**src/rtl/level_outcome_detector.sv**
```systemverilog
// level_outcome_detector
// Watches door occupancy, hazards and the keyboard each frame and decides when
// a level is won or lost. Drives gameover/gamewin/confirm into the game-flow
// controller and re-arms on its one-cycle revive pulse.
//
// Build option: define LEVEL_OUTCOME_DEATH_DELAY_EN to insert a DYING state
// (death animation lasting DEATH_DELAY_FRAMES frames) between a hazard hit and
// gameover. Without it a hazard goes straight to LOST and dying is tied low.
module level_outcome_detector #(
    parameter int         DOOR_HOLD_FRAMES   = 30,
    parameter int         DEATH_DELAY_FRAMES = 60,
    parameter logic [7:0] CONFIRM_KEY        = 8'h28
) (
    input  logic       Clk,
    input  logic       Reset,
    input  logic       frame_tick,
    input  logic       revive,
    input  logic       fb_in_door,
    input  logic       ig_in_door,
    input  logic       fb_hazard,
    input  logic       ig_hazard,
    input  logic [7:0] keycode,
    output logic       gameover,
    output logic       gamewin,
    output logic       confirm,
    output logic       dying
);

    localparam int MAX_FRAMES = (DOOR_HOLD_FRAMES > DEATH_DELAY_FRAMES) ?
                                DOOR_HOLD_FRAMES : DEATH_DELAY_FRAMES;
    localparam int CW = $clog2(MAX_FRAMES + 1);

    localparam logic [CW-1:0] HOLD_LAST = CW'(DOOR_HOLD_FRAMES - 1);
    localparam logic [CW-1:0] CNT_MAX   = '1;
`ifdef LEVEL_OUTCOME_DEATH_DELAY_EN
    localparam logic [CW-1:0] DEATH_LAST = CW'(DEATH_DELAY_FRAMES - 1);
`endif

    typedef enum logic [2:0] {
        ST_DISARMED,
        ST_PLAY,
        ST_DOOR_HOLD,
`ifdef LEVEL_OUTCOME_DEATH_DELAY_EN
        ST_DYING,
`endif
        ST_LOST,
        ST_WON
    } state_t;

    state_t        state;
    logic [CW-1:0] frame_cnt;
    logic [CW-1:0] frame_cnt_inc;
    logic          hazard;
    logic          both_in_door;
    logic          key_hit;
    logic          key_hit_q;

    assign hazard       = fb_hazard | ig_hazard;
    assign both_in_door = fb_in_door & ig_in_door;
    assign key_hit      = (keycode == CONFIRM_KEY);

    // The counter holds at all-ones rather than wrapping back to zero.
    assign frame_cnt_inc = (frame_cnt == CNT_MAX) ? frame_cnt : frame_cnt + 1'b1;

    // Level FSM: revive beats everything, hazards beat door logic.
    // NOTE: state and counter use <= so every branch sees the pre-edge values.
    always_ff @(posedge Clk) begin
        if (Reset) begin
            state     <= ST_DISARMED;
            frame_cnt <= '0;
        end else if (revive) begin
            state     <= ST_PLAY;
            frame_cnt <= '0;
        end else begin
            case (state)
                ST_DISARMED: state <= ST_DISARMED;
                ST_PLAY: begin
                    if (hazard) begin
`ifdef LEVEL_OUTCOME_DEATH_DELAY_EN
                        state <= ST_DYING;
`else
                        state <= ST_LOST;
`endif
                        frame_cnt <= '0;
                    end else if (both_in_door) begin
                        state     <= ST_DOOR_HOLD;
                        frame_cnt <= '0;
                    end
                end
                ST_DOOR_HOLD: begin
                    if (hazard) begin
`ifdef LEVEL_OUTCOME_DEATH_DELAY_EN
                        state <= ST_DYING;
`else
                        state <= ST_LOST;
`endif
                        frame_cnt <= '0;
                    end else if (!both_in_door) begin
                        state <= ST_PLAY;
                    end else if (frame_tick) begin
                        if (frame_cnt == HOLD_LAST) begin
                            state <= ST_WON;
                        end
                        frame_cnt <= frame_cnt_inc;
                    end
                end
`ifdef LEVEL_OUTCOME_DEATH_DELAY_EN
                ST_DYING: begin
                    if (frame_tick) begin
                        if (frame_cnt == DEATH_LAST) begin
                            state <= ST_LOST;
                        end
                        frame_cnt <= frame_cnt_inc;
                    end
                end
`endif
                ST_LOST: state <= ST_LOST;
                ST_WON:  state <= ST_WON;
                default: state <= ST_DISARMED;
            endcase
        end
    end

    // Key history so a held key produces one confirm and a key held through
    // reset or into LOST/WON cannot fire until it is released.
    always_ff @(posedge Clk) begin
        if (Reset) begin
            key_hit_q <= 1'b0;
        end else begin
            key_hit_q <= key_hit;
        end
    end

    // Outputs decode the current state register, never the next state.
    assign gameover = (state == ST_LOST);
    assign gamewin  = (state == ST_WON);
`ifdef LEVEL_OUTCOME_DEATH_DELAY_EN
    assign dying    = (state == ST_DYING);
`else
    assign dying    = 1'b0;
`endif
    assign confirm  = key_hit & ~key_hit_q & ((state == ST_LOST) | (state == ST_WON));

endmodule

```
**config.mk**
```make
export PLATFORM = sky130hd
export DESIGN_NAME = level_outcome_detector
export DESIGN_NICKNAME = d
export VERILOG_FILES = /design/src/rtl/level_outcome_detector.sv
export SDC_FILE = /design/constraint.sdc
export NUM_CORES = 1
export LEC_CHECK = 0
export ABC_AREA = 1
export BUFFER_PORTS_ARGS = -buffer_cell sky130_fd_sc_hd__buf_2
export CAP_MARGIN = 30
export CELL_PAD_IN_SITES_DETAIL_PLACEMENT = 2
export CELL_PAD_IN_SITES_GLOBAL_PLACEMENT = 2
export CORE_ASPECT_RATIO = 1.2
export CORE_MARGIN = 4
export CORE_UTILIZATION = 25
export CTS_BUF_LIST = sky130_fd_sc_hd__clkbuf_4
export CTS_CLUSTER_SIZE = 25
export DETAILED_ROUTE_END_ITERATION = 10
export GPL_ROUTABILITY_DRIVEN = 0
export PLACE_DENSITY = 0.84
export SLEW_MARGIN = 15
export SYNTH_ARGS = -nofsm -noshare
export SYNTH_HDL_FRONTEND = slang
export SYNTH_SLANG_ARGS = --single-unit
export TNS_END_PERCENT = 100
```
**constraint.sdc**
```tcl
create_clock -name Clk -period 1.2 [get_ports Clk]
set_input_delay 0.06 -clock Clk [delete_from_list [all_inputs] [get_ports Clk]]
set_output_delay 0.06 -clock Clk [all_outputs]
set_load 0.05 [all_outputs]
```
# --- Yosys cells after proc, flatten, opt, wreduce, memory -nomap -nowiden ---
# Index checks and enable logic that the tools add are counted.
op_classes:
  reduce_logical: 5
  mux: 15
  add_sub_neg: 1
  bitwise_logic: 6
  n_eq_ne: 16
ops:
  columns: ["operator", "n"]
  rows:
  - ["$mux W6", 6]
  - ["$mux W3", 6]
  - ["$ne A3 B3 Y1 const B", 4]
  - ["$ne A4 B4 Y1 const B", 3]
  - ["$pmux W3 S4", 1]
  - ["$pmux W6 S2", 1]
  - ["$ne A5 B5 Y1 const B", 2]
  - ["$eq A8 B6 Y1 const B", 1]
  - ["$add A6 B1 Y6 const B", 1]
  - ["$eq A3 B2 Y1 const B", 2]
  - ["$eq A6 B5 Y1 const B", 1]
  - ["$eq A6 B6 Y1 const B", 1]
  - ["$reduce_and A3 Y1", 2]
  - ["$reduce_and A5 Y1", 1]
  - ["$and A1 B1 Y1", 3]
  - ["$eq A3 B1 Y1 const B", 1]
  - ["$eq A3 B3 Y1 const B", 1]
  - ["$or A1 B1 Y1", 2]
  - ["$reduce_bool A2 Y1", 1]
  - ["$reduce_or A2 Y1", 1]
  - ["$mux W1", 1]
  - ["$not A1 Y1", 1]
totals:
  regBits: 10
  out_inout_bits: 4
  word_cells: 47
  in_bits: 16

# --- Depth between registers and ports, before layout ---
depth:
  ltp_word: 7
  depth_mapped: 10
  mapped_depth_nobuf: 10

# --- Worst setup path before layout ---
# OpenSTA, ideal clock, no wires.
synth_path:
  kind: "reg2out"
  from: "reg state[0]"
  to: "out confirm"
  t_arrival_ns: 1.794
  n_path_buf: 0
  stages_incl_launch_ff: 6
  path_slack_ns: -0.654
  t_required_ns: 1.140
  cell_sequence: "dfxtp_1 -> inv_2 -> nor2_1 -> inv_1 -> nor2_1 -> o21a_1"
synth_between:
  elab_chain_len: 3
  elab_cells_between_ends: 4
  classes_between: "eq/ne (2); bitwise (2)"
synth_rtl:
  columns: ["element", "line_no", "text"]
  rows:
  - ["start: declaration", "50", "state_t state;"]
  - ["start signal: assignment", "69", "state <= ST_DISARMED;"]
  - ["start signal: assignment", "72", "state <= ST_PLAY;"]
  - ["start signal: assignment", "76", "ST_DISARMED: state <= ST_DISARMED;"]
  - ["$eq A3 B2 Y1", null, null]
  - ["named net gameover", "23", "output logic gameover,"]
  - ["$or A1 B1 Y1", "142", "assign confirm = key_hit & ~key_hit_q & ((state == ST_LOST) | (state == ST_WON));"]
  - ["$and A1 B1 Y1", "142", null]
  - ["end: declaration", "25", "output logic confirm,"]
# The timed path passes the listed nets, and every way through them passes these cells.

# --- Worst setup path in the final report ---
layout_path:
  from: "reg state[1]"
  to: "reg frame_cnt[3]"
layout_between:
  elab_chain_len: 3
  elab_cells_between_ends: 9
  classes_between: "eq/ne (6); mux (1); reduce/logical (2)"
layout_rtl:
  columns: ["element", "line_no", "text"]
  rows:
  - ["$eq A3 B2 Y1 or $eq A3 B1 Y1 (tied branches)", "75", "case (state)"]
  - ["$ne A3 B3 Y1 (no source line) or $reduce_bool A2 Y1 (tied branches)", null, null]
  - ["$reduce_and A5 Y1 (no source line)", null, null]
  - ["end signal: assignment", "104", "frame_cnt <= frame_cnt_inc;"]
  - ["end: declaration", "51", "logic [CW-1:0] frame_cnt;"]
# Parallel ways exist; a longest one is shown, timed or not.
# A chain may end at the register's enable or synchronous reset.

==> summary.txt <==
Status
  – Run status: complete, but fails checks
  – Violated checks: negative setup slack

STA
  – Setup TNS after final layout: -0.912 ns
  – Final setup violation count: 9
  – Clk_skew: 0.00939 ns
  – Minimum clock period: 1.38 ns
  – Unrepaired setup endpoints after global routing: true
  – Final worst path period share: 1.15
  – Final count of pins violating max slew: 0
  – Final Hold Vio Count: 0
  – Peak clock frequency supported by timing: 724 MHz
  – Worst setup slack after layout: -0.182 ns

Route
  – First-iteration detailed-routing DRC count: 43
  – Number of antenna-violating nets in the routed design: 0
  – DRC violations left: 0
  – Detailed-routing iteration count for the pre-antenna-repair pass: 4
  – Average wire per standard cell: 16.9 um
  – Number of vias per cell after detailed routing: 4.95
  – Via count: 946
  – Drt total wl: 3240 um

Synthesis
  – Dominant cell by count in the synthesized netlist: sky130_fd_sc_hd__nand2_1
  – Post-synth top area share: 0.256
  – Flop and latch count out of synthesis: 10
  – Sequential element share of the synthesized area: 0.256
  – Count of cell types in the netlist: 25
  – Top area cells in the synthesized netlist: sky130_fd_sc_hd__dfxtp_1, sky130_fd_sc_hd__nand2_1, sky130_fd_sc_hd__nor2_1, sky130_fd_sc_hd__inv_1, sky130_fd_sc_hd__nand3_1
  – Prevailing post-synth register cell: sky130_fd_sc_hd__dfxtp_1
  – Yosys Warn Count: 0
  – Mean Syn Cell Area: 6.45 sq um
  – Net count after synthesis: 139
  – EDFF count, synth: 0
  – Ranking of synthesized cells by instance count: sky130_fd_sc_hd__nand2_1, sky130_fd_sc_hd__nor2_1, sky130_fd_sc_hd__inv_1
  – Netlist area before placement: 781 sq um
  – Largest area contributor in the synthesized netlist: sky130_fd_sc_hd__dfxtp_1
  – Synth async-reset ratio: 0
  – Post-Syn Instances: 121

Clocking
  – Buffer levels on the longest clock path: 2
  – Number of H-tree branching levels: 1
  – Cell at the root of the clock tree: sky130_fd_sc_hd__clkbuf_4
  – Insertion delay to the later sink of the worst-skew pair: 0.29 ns
  – Sink Count: 10
  – CTS clk-pin slew, worst paths: 0.08 ns
  – Clock tree from TritonCTS: yes
  – Number of buffers created by CTS: 3

Pwr
  – Worst ir drop on vdd: 0.339 mV
  – Power density of the placed cells: 760 nW/um^2
  – Leakage power total: 0.559 nW

Layout
  – Total area of multi-input combinational cells: 572 sq um
  – Proportion of layout cells with a drive suffix above 1: 0.490
  – Final core area utilization: 0.417
  – Synthesis-to-layout area growth: 54.3%
  – Register area: 215 sq um
  – Count of nets after finishing: 176
  – Fill cells: 351
  – Antenna diode count: 0

Worst setup path
  – Capturing element type of the critical path: flop
  – Start-to-end type of the worst setup path: flop to flop
  – Critical Path RT: 1.43 ns
  – Critical Path Source Type: flop
  – Origin of the critical flop-to-flop path: state[1]$_SDFFE_PP0P_
  – Critical path fanouts, max: 5
  – Critical path endpoint: frame_cnt[3]$_SDFFE_PP0P_
  – Worst flop-to-flop path endpoint: frame_cnt[3]$_SDFFE_PP0P_
  – Data arrival at the endpoint of the critical path: 1.61 ns
  – Launch point of the critical path: state[1]$_SDFFE_PP0P_
  – Setup slack of the worst register-to-register path: -0.18 ns
  – Worst-case reg-to-reg path depth: 7

Global routing
  – Pin count of the biggest net entering global routing: 9
  – Via count of the first global-routing pass: 1054
  – Grt ovf: 0
  – Total global routing track utilization: 0.173
  – Number of antenna violations at the first check in global routing: 0
  – Global-route wire length before repair: 5300 um

Floorplan
  – Standard-cell rows: 21
  – Die area: 4080 sq um
  – Die height: 69.2 um
  – Starting Density: 0.270
  – Overall die width: 59.0 um
  – IO Pins: 20
  – Core footprint: 2890 sq um

Place
  – Dpl hpwl: 2200 um
  – Count of buffers from port buffering: 18

Worst hold path
  – Hold path depth: 3
  – Type of the most critical hold path: input pin to flop
  – Min-delay src: revive

Run
  – Max-capacitance violation count: 0
## kinds of logic (layout without fill, tap and decap cells)
logic type,Yosys count,in the layout,share of synthesized area
compound gates,8,8,0.0593
fa+ha+maj,2,2,0.0320
buf+inv,24,60,0.120
flops,10,10,0.256
other cells,1,1,0.00480
simple gates,76,76,0.527
## worst max-delay path, cell delays in order (launching register included)
cell	delay, ns
sky130_fd_sc_hd__dfxtp_4	0.37
sky130_fd_sc_hd__buf_4	0.12
sky130_fd_sc_hd__nand3_4	0.11
sky130_fd_sc_hd__nor2_2	0.23
sky130_fd_sc_hd__o21ai_1	0.16
sky130_fd_sc_hd__nand3_1	0.16
sky130_fd_sc_hd__nand2_1	0.08
sky130_fd_sc_hd__nor2_1	0.10
## registers in the layout, summed over array words and instances, names as in the netlist
register and cells:
key_hit_q 1, state 3, frame_cnt 6
## routing by layer
layer	up-vias	wire length, um	track usage
li1	447	-	-
met1	477	1280	0.201
met2	16	1790	0.306
met3	6	96	0.0205
met4	0	64	0.0705
met5	-	0	0
## per-stage QoR
stage	setup slack (ns)	hold WS [ns]	area (sq um)	power, W	cells
final	-0.182	0.0726	1200	0.000915	191
after global placement	-0.0458	0.257	1010	0.000573	180
after global routing	-0.241	0.0933	1200	0.000972	191
after detailed placement	-0.0990	0.270	1010	0.000586	180
after CTS	-0.0959	0.0521	1160	0.000898	189
after floorplan	-0.00741	0.122	828	0.000507	121
## layout by cell type (no fill, tap or decap)
master / Yosys / layout
sky130_fd_sc_hd__a31oi_1: 1 / 1
sky130_fd_sc_hd__buf_12: 0 / 1
sky130_fd_sc_hd__buf_2: 0 / 15
sky130_fd_sc_hd__buf_4: 1 / 11
sky130_fd_sc_hd__buf_6: 0 / 3
sky130_fd_sc_hd__buf_8: 0 / 2
sky130_fd_sc_hd__clkbuf_4: 0 / 3
sky130_fd_sc_hd__clkinv_1: 0 / 1
sky130_fd_sc_hd__clkinvlp_4: 0 / 1
sky130_fd_sc_hd__conb_1: 1 / 1
sky130_fd_sc_hd__dfxtp_1: 10 / 4
sky130_fd_sc_hd__dfxtp_2: 0 / 3
sky130_fd_sc_hd__dfxtp_4: 0 / 3
sky130_fd_sc_hd__dlygate4sd3_1: 0 / 1
sky130_fd_sc_hd__ha_1: 2 / 1
sky130_fd_sc_hd__ha_4: 0 / 1
sky130_fd_sc_hd__inv_1: 17 / 14
sky130_fd_sc_hd__inv_2: 6 / 5
sky130_fd_sc_hd__inv_4: 0 / 3
sky130_fd_sc_hd__nand2_1: 24 / 22
sky130_fd_sc_hd__nand2_2: 3 / 4
sky130_fd_sc_hd__nand2_4: 2 / 3
sky130_fd_sc_hd__nand3_1: 12 / 10
sky130_fd_sc_hd__nand3_2: 2 / 2
sky130_fd_sc_hd__nand3_4: 1 / 3
sky130_fd_sc_hd__nand4_1: 1 / 1
sky130_fd_sc_hd__nor2_1: 21 / 15
sky130_fd_sc_hd__nor2_2: 1 / 5
sky130_fd_sc_hd__nor2_4: 2 / 4
sky130_fd_sc_hd__nor2_8: 2 / 2
sky130_fd_sc_hd__nor3_1: 2 / 1
sky130_fd_sc_hd__nor3_2: 0 / 1
sky130_fd_sc_hd__nor4_1: 2 / 2
sky130_fd_sc_hd__o21a_4: 0 / 1
sky130_fd_sc_hd__o21ai_0: 4 / 2
sky130_fd_sc_hd__o21ai_1: 1 / 3
sky130_fd_sc_hd__o31ai_1: 1 / 1
sky130_fd_sc_hd__or2_2: 1 / 1
## area by class of cell
cell class	count	share of cell area
Multi-Input combinational cell	87	0.475
Timing Repair Buffer	33	0.209
Sequential cell	10	0.179
Inverter	23	0.0810
Tap cell	34	0.0353
Clock buffer	3	0.0187
Clock inverter	1	0.00312
## report_power, final
| part | internal, W | switching (W) | total, W | leakage (nW) |
|---|---|---|---|---|
| clock | 0.000121 | 0.000149 | 0.000270 | 0.0154 |
| combinational | 0.000121 | 0.000166 | 0.000287 | 0.459 |
| sequential | 0.000342 | 0.0000168 | 0.000358 | 0.0847 |
| total | 0.000583 | 0.000332 | 0.000915 | 0.559 |
## what timing repair did
action / CTS / global route
hold endpoints to repair: 2 / 0
gates resized for setup: 23 / 11
setup buffers: 4 / 2
pin swaps: 5 / 2
endpoints found under the setup margin: 10 / 11
hold buffers: 1 / 0
## how the worst min path moves through the flow
stage	endpoint
floorplan	state[0]$_SDFFE_PP0P_
global placement	state[0]$_SDFFE_PP0P_
detailed placement	state[0]$_SDFFE_PP0P_
CTS	key_hit_q$_SDFF_PP0_
global route	state[0]$_SDFFE_PP0P_
finish	state[0]$_SDFFE_PP0P_
Power figures use the tool's default switching activity.
